<file path="src/rtl/graphics_pkg.sv">
// graphics_pkg: frame buffer geometry, pixel field widths and flush FSM states
package graphics_pkg;
    localparam int PIXEL_COUNT = 256000;
    localparam int ADDR_W = 18;
    localparam int COLOR_W = 4;
    typedef enum logic [1:0] {FLUSH_IDLE, FLUSH_DRAINING, FLUSH_DONE} flush_state_t;
endpackage

</file>
<file path="src/rtl/pixel_fifo.sv">
// pixel_fifo: single-clock, count-based FIFO whose head entry is always visible
module pixel_fifo #(
    parameter int DEPTH = 16,
    parameter int WIDTH = 22
) (
    input  logic                     clock_in,
    input  logic                     reset_n_in,
    input  logic                     push_in,
    input  logic [WIDTH-1:0]         data_in,
    input  logic                     pop_in,
    output logic [WIDTH-1:0]         head_out,
    output logic [$clog2(DEPTH):0]   count_out
);
    localparam int AW = $clog2(DEPTH);
    logic [WIDTH-1:0] r_mem [DEPTH];
    logic [AW-1:0]    r_wr_ptr;
    logic [AW-1:0]    r_rd_ptr;
    logic [AW:0]      r_count;
    always_ff @(posedge clock_in) begin
        if (push_in) r_mem[r_wr_ptr] <= data_in;
    end
    // Pointers wrap naturally at DEPTH; the count alone tells full from empty
    always_ff @(posedge clock_in) begin
        if (!reset_n_in) begin
            r_wr_ptr <= '0;
            r_rd_ptr <= '0;
            r_count  <= '0;
        end else begin
            if (push_in) r_wr_ptr <= r_wr_ptr + 1'b1;
            if (pop_in) r_rd_ptr <= r_rd_ptr + 1'b1;
            r_count <= r_count + {{AW{1'b0}}, push_in} - {{AW{1'b0}}, pop_in};
        end
    end
    assign head_out  = r_mem[r_rd_ptr];
    assign count_out = r_count;
endmodule

</file>
<file path="src/rtl/pixel_write_buffer.sv">
// pixel_write_buffer: decouples polygon-engine pixel writes from a stalling frame buffer,
// tracking dropped pixels and signalling flush completion.
module pixel_write_buffer import graphics_pkg::*; #(
    parameter int DEPTH = 16,
    parameter int PIXEL_COUNT = graphics_pkg::PIXEL_COUNT
) (
    input  logic                     clock_in,
    input  logic                     reset_n_in,
    input  logic                     pixel_write_enable_in,
    input  logic [ADDR_W-1:0]        pixel_write_address_in,
    input  logic [COLOR_W-1:0]       pixel_write_data_in,
    input  logic                     flush_in,
    input  logic                     clear_status_in,
    output logic                     fb_write_enable_out,
    output logic [ADDR_W-1:0]        fb_write_address_out,
    output logic [COLOR_W-1:0]       fb_write_data_out,
    input  logic                     fb_ready_in,
    output logic [$clog2(DEPTH):0]   fill_level_out,
    output logic                     overflow_out,
    output logic                     range_error_out,
    output logic [15:0]              dropped_count_out,
    output logic                     flush_done_out
);
    localparam int CW = $clog2(DEPTH) + 1;
    logic [ADDR_W+COLOR_W-1:0] w_head;
    logic [CW-1:0]             w_fill;
    logic [CW-1:0]             w_next_fill;
    logic                      w_full, w_pop, w_push, w_in_range, w_ovf_drop, w_rng_drop;
    logic [15:0]               w_cnt_base;
    logic                      r_overflow, r_range_error, r_flush_done;
    logic [15:0]               r_dropped;
    flush_state_t              r_state;

    assign w_full      = w_fill == CW'(DEPTH);
    assign w_pop       = fb_write_enable_out && fb_ready_in;
    assign w_in_range  = 32'(pixel_write_address_in) < PIXEL_COUNT;
    assign w_push      = pixel_write_enable_in && w_in_range && (!w_full || w_pop);
    assign w_ovf_drop  = pixel_write_enable_in && w_in_range && w_full && !w_pop;
    assign w_rng_drop  = pixel_write_enable_in && !w_in_range;
    assign w_next_fill = w_fill + {{(CW-1){1'b0}}, w_push} - {{(CW-1){1'b0}}, w_pop};
    assign w_cnt_base  = clear_status_in ? 16'd0 : r_dropped;

    pixel_fifo #(.DEPTH(DEPTH), .WIDTH(ADDR_W + COLOR_W)) u_fifo (
        .clock_in   (clock_in),
        .reset_n_in (reset_n_in),
        .push_in    (w_push),
        .data_in    ({pixel_write_address_in, pixel_write_data_in}),
        .pop_in     (w_pop),
        .head_out   (w_head),
        .count_out  (w_fill)
    );

    // A drop in the same cycle as a clear lands on top of the cleared value
    always_ff @(posedge clock_in) begin
        if (!reset_n_in) begin
            r_overflow    <= 1'b0;
            r_range_error <= 1'b0;
            r_dropped     <= '0;
        end else begin
            r_overflow    <= (r_overflow && !clear_status_in) || w_ovf_drop;
            r_range_error <= (r_range_error && !clear_status_in) || w_rng_drop;
            r_dropped     <= ((w_ovf_drop || w_rng_drop) && w_cnt_base != 16'hFFFF) ? w_cnt_base + 16'd1 : w_cnt_base;
        end
    end

    always_ff @(posedge clock_in) begin
        if (!reset_n_in) begin
            r_state      <= FLUSH_IDLE;
            r_flush_done <= 1'b0;
        end else begin
            r_flush_done <= 1'b0;
            case (r_state)
                FLUSH_IDLE: if (flush_in) r_state <= FLUSH_DRAINING;
                FLUSH_DRAINING: if (w_next_fill == '0 && !w_push) begin
                    r_state      <= FLUSH_DONE;
                    r_flush_done <= 1'b1;
                end
                default: r_state <= FLUSH_IDLE;
            endcase
        end
    end

    assign fb_write_enable_out  = w_fill != '0;
    assign fb_write_address_out = fb_write_enable_out ? w_head[ADDR_W+COLOR_W-1:COLOR_W] : '0;
    assign fb_write_data_out    = fb_write_enable_out ? w_head[COLOR_W-1:0] : '0;
    assign fill_level_out       = w_fill;
    assign overflow_out         = r_overflow;
    assign range_error_out      = r_range_error;
    assign dropped_count_out    = r_dropped;
    assign flush_done_out       = r_flush_done;
endmodule
</file>
<file path="config.mk">
export PLATFORM = sky130hd
export DESIGN_NAME = pixel_write_buffer
export DESIGN_NICKNAME = d
export VERILOG_FILES = /design/src/rtl/graphics_pkg.sv /design/src/rtl/pixel_fifo.sv /design/src/rtl/pixel_write_buffer.sv
export SDC_FILE = /design/constraint.sdc
export NUM_CORES = 1
export LEC_CHECK = 0
export BUFFER_PORTS_ARGS = -buffer_cell sky130_fd_sc_hd__buf_4
export CAP_MARGIN = 20
export CORE_MARGIN = 1
export CORE_UTILIZATION = 50
export DETAILED_ROUTE_END_ITERATION = 7
export GPL_ROUTABILITY_DRIVEN = 0
export MAX_ROUTING_LAYER = met4
export PLACE_DENSITY = 0.7
export SYNTH_ARGS = -nofsm -noshare
export SYNTH_HDL_FRONTEND = slang
export SYNTH_HIERARCHICAL = 1
export SYNTH_SLANG_ARGS = --single-unit
</file>
<file path="constraint.sdc">
create_clock -name clock_in -period 3.6 [get_ports clock_in]
set_clock_uncertainty 0.2 [all_clocks]
set_input_delay 0.36 -clock clock_in [delete_from_list [all_inputs] [get_ports clock_in]]
set_output_delay 0.36 -clock clock_in [all_outputs]
set_load 0.01 [all_outputs]
</file>
Word level (Yosys, flattened, before mapping)
Memory sizes are Yosys's and may differ from the RTL's. A register that Yosys moved wholly into a read port is not among the register bits.
Index checks and enable logic that the tools add are counted.

word-level totals
  register bits after elaboration = 34
  latch bits = 0
  RAM bits = 352
  memory bits (read-only) = 0
  input port bits = 28
  output and inout bits = 47
  logic and storage cells = 56
  memories = 1

memories
  memory        depth  width  rd ports  clocked after memory_dff  write ports  RTL line          text
  u_fifo.r_mem  16     22     1         1                         1            pixel_fifo.sv:15  logic [WIDTH-1:0] r_mem [DEPTH];

cells by class
  add/sub/neg operators = 5
  multiply operators = 0
  divide/modulo/power cells = 0
  magnitude comparators = 1
  eq/ne operators = 5
  shift-type cells = 0
  muxes and demuxes = 12
  bitwise logic cells = 0
  reduce and logical (&&, ||, !) cells = 24

operator list
  kind                                                                   count
  16-bit 2-to-1 mux                                                      2
  18-bit < comparator, second input constant                             1
  18-bit 2-to-1 mux                                                      1
  16-bit by 1-bit adder with 16-bit output, second input constant        1
  16-bit != test, second input constant                                  1
  4-bit 2-to-1 mux                                                       3
  1-bit logical AND                                                      10
  4-bit by 1-bit adder with 4-bit output, second input constant          2
  5-bit by 1-bit adder with 5-bit output                                 1
  5-bit equality test, second input constant                             1
  1-bit zero test                                                        5
  5-bit zero test                                                        1
  5-bit nonzero test                                                     1
  5-bit by 1-bit subtractor with 5-bit output                            1
  1-bit logical OR                                                       4
  2-bit 2-to-1 mux                                                       2
  2-bit != test, second input constant                                   2
  2-bit one-hot mux with 2 select lines                                  1
  2-bit AND reduction                                                    2
  1-bit 2-to-1 mux                                                       3
  2-bit by 1-bit equality test with 1-bit output, second input constant  1
  2-bit zero test                                                        1

Logic depth before layout (Yosys ltp)
Gate-level depths: netlist (run 1).

  word-level depth = 10
  depth in mapped cells = 15
  mapped depth without buffers = 14

Modules after synthesis
Netlist (run 1), hierarchy kept.

by module, submodules not included
  module              times used  cells an instance  area each (sq um)  seq. area each (sq um)
  pixel_fifo          1           631                14164.8            10910.5
  pixel_write_buffer  1           186                1480.2             420.4

Worst setup path after synthesis (run 1)
No wires, ideal clock.

  path type = register to register
  start point = register u_fifo.r_count[3], in the netlist u_fifo/count_out[3]
  end point = register r_flush_done, in the netlist flush_done_out
  setup time = 0.096 ns
  data arrival time = 3.511 ns
  required time = 3.304 ns
  setup slack = -0.207 ns
  stages on the path, launching flop included = 16
  path buffers = 1
  clock period less this slack = 3.807 ns
  cell sequence = dfxtp_1 -> inv_1 -> ha_1 -> or3b_4 -> nor2_1 -> clkbuf_1 -> nor2b_1 -> ha_1 -> inv_1 -> ha_1 -> fa_1 -> a21oi_1 -> nor2_1 -> or3_1 -> a21oi_1 -> nor4b_1

between the ends
  longest elaborated chain between the ends = 9
  elaborated cells between the ends (all ways) = 12
  those cells by class = add/sub: 2; eq/ne: 1; mux: 1; reduce/logical: 8

ends and longest elaborated chain
  element                                      RTL line                  text
  start: declaration                           pixel_fifo.sv:18          logic [AW:0] r_count;
  start signal: assignment                     pixel_fifo.sv:31          r_count <= r_count + {{AW{1'b0}}, push_in} - {{AW{1'b0}}, pop_in};
  5-bit nonzero test *                         pixel_write_buffer.sv:83  assign fb_write_enable_out = w_fill != '0;
  1-bit logical AND *                          pixel_write_buffer.sv:35  assign w_pop = fb_write_enable_out && fb_ready_in;
  via w_pop                                    pixel_write_buffer.sv:28  logic w_full, w_pop, w_push, w_in_range, w_ovf_drop, w_rng_drop;
  1-bit logical OR                             pixel_write_buffer.sv:37  assign w_push = pixel_write_enable_in && w_in_range && (!w_full || w_pop);
  1-bit logical AND                            pixel_write_buffer.sv:37
  5-bit by 1-bit adder with 5-bit output       pixel_write_buffer.sv:40  assign w_next_fill = w_fill + {{(CW-1){1'b0}}, w_push} - {{(CW-1){1'b0}}, w_pop};
  5-bit by 1-bit subtractor with 5-bit output  pixel_write_buffer.sv:40
  5-bit zero test                              pixel_write_buffer.sv:74  FLUSH_DRAINING: if (w_next_fill == '0 && !w_push) begin
  1-bit logical AND *                          pixel_write_buffer.sv:74
  1-bit 2-to-1 mux *                           pixel_write_buffer.sv:74
  end signal: assignment                       pixel_write_buffer.sv:69  r_flush_done <= 1'b0;
  end signal: assignment                       pixel_write_buffer.sv:71  r_flush_done <= 1'b0;
  end signal: assignment                       pixel_write_buffer.sv:76  r_flush_done <= 1'b1;
  end: declaration                             pixel_write_buffer.sv:30  logic r_overflow, r_range_error, r_flush_done;

The timed path passes the listed nets; every way through them passes the cells marked *.
A chain may end at the register's enable or synchronous reset.

Worst setup path in the final report (run 1)
  start point = register u_fifo.r_count[3], in the netlist u_fifo/count_out[3]
  end point = register r_flush_done, in the netlist flush_done_out

between the ends
  longest elaborated chain between the ends = 9
  elaborated cells between the ends (all ways) = 12
  those cells by class = add/sub: 2; eq/ne: 1; mux: 1; reduce/logical: 8

ends and longest elaborated chain
  element                                                    RTL line
  5-bit equality test or 5-bit nonzero test (tied branches)  pixel_write_buffer.sv:34, pixel_write_buffer.sv:83
  1-bit zero test or 1-bit logical AND (tied branches)       pixel_write_buffer.sv:37, pixel_write_buffer.sv:35
  1-bit logical OR                                           pixel_write_buffer.sv:37
  1-bit logical AND                                          pixel_write_buffer.sv:37
  5-bit by 1-bit adder with 5-bit output                     pixel_write_buffer.sv:40
  5-bit by 1-bit subtractor with 5-bit output                pixel_write_buffer.sv:40
  5-bit zero test                                            pixel_write_buffer.sv:74
  1-bit logical AND *                                        pixel_write_buffer.sv:74
  1-bit 2-to-1 mux *                                         pixel_write_buffer.sv:74

Every way passes the cells marked *; elsewhere a longest branch is shown, timed or not.

==> results.yml, run 1 <==
status:
  status: "complete, no violations"
critical_path:
  arrival_ns: 3.65
  worstSetupEndpointType: "register"
  crit_path_max_fanout: 3
  crit_start: "u_fifo/count_out[3]"
  crit_path_start_kind: "register"
  cp_slowest_cell: "fa_2"
  rr_endpoint: "flush_done_out"
  path_common_cell: "ha_1"
  path_class: "reg2reg"
  worstSetupEndpoint: "flush_done_out"
  rr_worst_depth: 12
  required_ns: 3.82
  regToRegStartpoint: "u_fifo/count_out[3]"
  cp_slowest_stage_delay_ns: 0.45
  reg2reg_slack_ns: 0.17
  path_cells: "inv_1, ha_1, or3b_4, or3b_4, nand3_1, ha_1, inv_1, ha_1, fa_2, nor4b_2, nand2_1, nor4b_2"
pwr:
  clkPwrFrac_pct: 32.9
  total_power_mw: 11.7
  p_int_mw: 8.69
  p_sw_mw: 2.99
  ir_worst_vdd_mv: 0.448
  p_seq_share_pct: 44.4
  power.leakage_nw: 6.02
  switching_share_pct: 25.6
  p_per_area_mw_per_mm2: 638
  p_comb_share_pct: 22.7
cells_and_area:
  final_nets: 1009
  areaGrowthSynthToFinish_pct: 17.1
  final_common_cell: "edfxtp_1"
  stdcell_area_sq_mm: 0.0183
  n_antenna_cell: 0
  utilization_pct: 59.7
  layout_common_cells: "edfxtp_1 (352), buf_4 (115), mux4_2 (88)"
  drive_above_1_share_pct: 29.9
die:
  die-area_sq_mm: 0.0320
  ios: 75
  design.core.area_sq_mm: 0.0307
  rows: 64
  dieHeight_microns: 179
  initial_core_util_pct: 51.0
  die_w_microns: 179
clocking:
  clock_latency_ns: 0.51
  htree_levels: 2
  cts_tree: "built"
  clkTransAtPathRegs_ns: 0.06
  cts_buffers: 40
  clock_sinks: 390
  post_cts.repair.setup_buffers: 0
  clock_tree.root_cell: "clkbuf_16"
  clockBufferDepth: 3
min_path:
  holdPathStages: 3
  min_path_type: "in2reg"
  min_from: "pixel_write_enable_in"
synth:
  synth_top_flop_cell: "edfxtp_1"
  syn-cell-area_sq_mm: 0.0156
  ys_ff_latch: 390
  yosys.cell_types.count: 49
  synthArstFlopShare_pct: 0
  yosysWarnings: 6
  avgSynthCellArea_sq_um: 19.1
  synth_edf_count: 352
  syn_inst: 817
  synth-seq-area-share_pct: 72.4
  synth_nets: 864
route:
  vias: 8005
  drt_wl_total_microns: 31800
  first_pass_iters: 5
  via_per_inst: 5.77
  wl_per_cell_microns: 23.0
  drt_iter0_drc: 655
  detail-route-antenna-nets: 0
  drc: 0
grt:
  antenna_found_initial: 0
  grt_pass1_vias: 8310
  grt_pass1_wl_microns: 48700
  grt_use_total_pct: 21.4
  grt_max_degree: 63
  grt_overflow: 0
sta:
  setup_viol: 0
  fin_crit_sh_pct: 95.3
  period_needed_ns: 3.43
  tightest_slew_ns: 0.934
  setup_tns_ns: 0
  max_freq_mhz: 291
  relSlewSlack_pct: 37.7
  hold_viol: 0
  slew_viol_final: 0
place:
  placed_area_sq_mm: 0.0169
  hpwl_microns: 17800
  portBuffers: 74
flow_run:
  maxCapViolations: 0
-- stage by stage --
stage,std cells,hold slack [ns],worst slack [ns]
6_report,1387,0.0238,0.169
5_1_grt,1387,0.0222,-0.0414
4_1_cts,1387,0.00745,0.0417
3_5_place_dp,1295,0.240,0.0680
3_3_place_gp,1295,0.224,0.117
2_1_floorplan,817,0.215,0.0144
-- state kept, by name (all words and copies together) (netlist names), named ones only --
name,cells
u_fifo/r_rd_ptr,4
dropped_count_out,16
overflow_out,1
r_state,2
u_fifo/count_out,5
flush_done_out,1
u_fifo/r_mem,352
range_error_out,1
u_fifo/r_wr_ptr,4
-- Yosys cell counts (2+ instances only) --
library cell / instances / area [sq um]
fa_1: 2 / 40.0
o21ai_0: 11 / 55.1
ha_1: 17 / 213
buf_12: 3 / 60.1
o31ai_1: 2 / 15.0
nand4_1: 6 / 37.5
nor2_1: 16 / 60.1
and2_1: 28 / 175
edfxtp_1: 352 / 10600
a21o_1: 5 / 37.5
nor4b_1: 3 / 26.3
a22oi_1: 25 / 188
nand2_1: 33 / 124
buf_6: 2 / 22.5
clkbuf_1: 19 / 71.3
dfxtp_1: 38 / 761
mux2i_1: 6 / 60.1
a22oi_2: 20 / 250
or3_1: 13 / 81.3
buf_1: 2 / 7.51
a21oi_1: 15 / 75.1
nand3_1: 6 / 30.0
buf_2: 6 / 30.0
buf_4: 4 / 30.0
nor2b_1: 33 / 206
xor2_1: 6 / 52.6
nand4b_1: 3 / 26.3
xnor2_1: 8 / 70.1
mux4_2: 88 / 1980
nor4_1: 3 / 18.8
inv_1: 20 / 75.1
o2111ai_1: 2 / 17.5
and3_1: 4 / 25.0
-- layout make-up --
type | instances | area [sq um]
Fill cell | 2233 | 12300
Tap cell | 396 | 495
Sequential cell | 390 | 11300
Clock inverter | 20 | 150
Inverter | 20 | 75.1
Multi-Input combinational cell | 371 | 4070
Timing Repair Buffer | 139 | 1130
Clock buffer | 51 | 1060
-- routing by layer --
| metal | vias up | track usage [%] | wire [microns] |
|---|---|---|---|
| li1 | 3590 | - | - |
| met1 | 4104 | 30.0 | 13900 |
| met2 | 264 | 33.1 | 15100 |
| met3 | 47 | 3.46 | 2090 |
| met4 | 0 | 5.47 | 707 |
| met5 | - | - | 0 |
-- worst min path at each step --
| stage | to |
|---|---|
| final | overflow_out |
| after global routing | overflow_out |
| after CTS | overflow_out |
| after detailed placement | r_state[1] |
| after global placement | r_state[1] |
| after floorplan | flush_done_out |
-- worst max-delay path: cells and delay by family, from the launching register on --
kind,cells,cell delay (ns)
adders and majority gates,4,1.00
buffers and inverters,2,0.13
DFF,1,0.31
and+or+nand+nor,6,1.71
-- power groups by stage --
stage	Combinational, mW	Sequential, mW	Clock, mW
6_report	2.65	5.19	3.84
5_1_grt	2.92	5.20	4.09
4_1_cts	2.66	5.19	3.92
3_5_place_dp	2.62	5.28	0
3_3_place_gp	2.61	5.28	0
2_1_floorplan	1.91	5.23	0
-- cell families after synthesis --
kind of cell / Yosys count / share of synthesized area (%)
XOR/XNOR: 14 / 0.784
multiplexers: 94 / 13.1
adder cells (fa/ha/maj): 19 / 1.62
flip-flops: 390 / 72.4
buffers and inverters: 56 / 1.90
AND/OR/NAND/NOR: 157 / 5.70
AO/OA/AOI/OAI: 87 / 4.53
-- repair_timing --
| action | in CTS | in global routing |
|---|---|---|
| resized for setup | 0 | 7 |
| hold buffers | 21 | 0 |
| endpoints found under the setup margin | 0 | 3 |
| endpoints found under the hold margin | 301 | 0 |
Note: power is estimated with default switching activity, not from simulation.
==> run 2: changes to the inputs <==
- PLACE_DENSITY: 0.7 -> 0.67
- clock period: 3.6 -> 3.5 ns (I/O delays scaled with it)
==> results.yml, run 2 (synthesized netlist as in run 1, its figures left out) <==
status:
  status: "complete, no violations"
grt:
  grt_pass1_wl_microns: 49500
  grt_max_degree: 49
  grt_pass1_vias: 8302
  grt_overflow: 0
  grt_use_total_pct: 22.2
  antenna_found_initial: 0
critical_path:
  reg2reg_slack_ns: 0.18
  arrival_ns: 3.56
  rr_endpoint: "r_state[1]"
  rr_worst_depth: 15
  crit_path_start_kind: "register"
  regToRegStartpoint: "u_fifo/count_out[3]"
  required_ns: 3.74
  worstSetupEndpoint: "r_state[1]"
  crit_start: "u_fifo/count_out[3]"
  path_class: "reg2reg"
  worstSetupEndpointType: "register"
  crit_path_max_fanout: 6
place:
  portBuffers: 74
  post-place-ws_ns: -0.00384
  placed_area_sq_mm: 0.0169
  hpwl_microns: 19100
  placed_cells_incl_taps: 1303
cells_and_area:
  final_common_cell: "edfxtp_1"
  stdcell_area_sq_mm: 0.0184
  utilization_pct: 60.1
  final_nets: 1019
  regMostFlops: "u_fifo/r_mem"
  drive_above_1_share_pct: 30.8
  largest_register_ffs: 352
  areaGrowthSynthToFinish_pct: 17.8
  layout_common_cells: "edfxtp_1 (352), buf_4 (122), mux4_2 (88)"
  fin_cells: 1391
  n_antenna_cell: 0
route:
  detail-route-antenna-nets: 0
  drt_iter0_drc: 760
  vias: 8131
  via_per_inst: 5.85
  drc: 0
  wl_per_cell_microns: 23.7
  first_pass_iters: 4
  drt_wl_total_microns: 33000
pwr:
  power.leakage_nw: 6.08
  p_per_area_mw_per_mm2: 659
  total_power_mw: 12.1
  ir_worst_vdd_mv: 0.464
sta:
  fin_crit_sh_pct: 95.0
  setup_tns_ns: 0
  relSlewSlack_pct: 50.2
  hold_viol: 0
  worst_slack_ns: 0.176
  whs_ns: 0.0286
  period_needed_ns: 3.32
  slew_viol_final: 0
  max_freq_mhz: 301
  tightest_slew_ns: 0.747
  setup_viol: 0
die:
  dieHeight_microns: 179
  initial_core_util_pct: 51.0
  die_w_microns: 179
  ios: 75
  rows: 64
  design.core.area_sq_mm: 0.0307
  die-area_sq_mm: 0.0320
clocking:
  cts_tree: "built"
  clockBufferDepth: 3
  cts_buffers: 40
  post_cts.repair.setup_buffers: 0
  htree_levels: 2
  clkTransAtPathRegs_ns: 0.06
  clock_tree.root_cell: "clkbuf_16"
  clock_latency_ns: 0.52
  clock_sinks: 390
min_path:
  min_path_type: "in2reg"
flow_run:
  maxCapViolations: 0
-- run 2: cell count changes in the layout (fill, tap and decap cells not counted), sizes merged --
cell         previous run  this run
buf                   118       126
clkinv                 15        12
bufinv                  2         3
clkbuf                 51        48
inv                    21        20
dlygate4sd3            21        23
-- run 2: cell type report --
cell class	instances	area, sq um
fillers	2204	12200
flip-flops and latches	390	11300
multi-input cells	371	4070
repair buffers	149	1230
clock buffers	48	1050
well taps	396	495
clock inverters	17	165
inverters	20	75.1
-- run 2: worst min-delay path by stage --
stage,end,cells past startpoint,startpoint
6_report,dropped_count_out[11],3,clear_status_in
2_1_floorplan,flush_done_out,1,r_state[1]
5_1_grt,dropped_count_out[11],3,clear_status_in
4_1_cts,dropped_count_out[11],3,clear_status_in
3_3_place_gp,r_state[1],1,r_state[1]
3_5_place_dp,r_state[1],1,r_state[1]
-- run 2: timing repair --
action	4_1_cts	5_1_grt
pin swaps	0	1
hold buffers	23	0
resized for setup	1	6
setup endpoints to repair	1	3
hold endpoints to repair	322	0
-- run 2: metal layers --
metal	GRT usage, %	wire (microns)	part of all wire, %	up-vias
met5	-	0	0	-
met3	3.69	2070	6.3	54
met2	34.4	16000	48	283
met4	6.85	826	2.5	0
li1	-	-	-	3599
met1	30.3	14100	43	4195
-- run 2: critical path: stages, from the launching register on --
cell and delay [ns]:
dfxtp_1 0.31, inv_1 0.07, ha_1 0.13, or3b_4 0.38, buf_4 0.16, nor2_4 0.09
nor2b_2 0.09, ha_1 0.28, inv_1 0.04, ha_1 0.20, fa_2 0.37, a21oi_1 0.13
nor2_1 0.06, or3_1 0.35, a21oi_2 0.17, nor4b_2 0.20
-- run 2: power breakdown --
| part | switching (mW) | internal, mW | total, mW |
|---|---|---|---|
| logic | 1.35 | 1.46 | 2.81 |
| registers | 0.0968 | 5.22 | 5.32 |
| clock network | 1.66 | 2.35 | 4.01 |
| total | 3.11 | 9.03 | 12.1 |
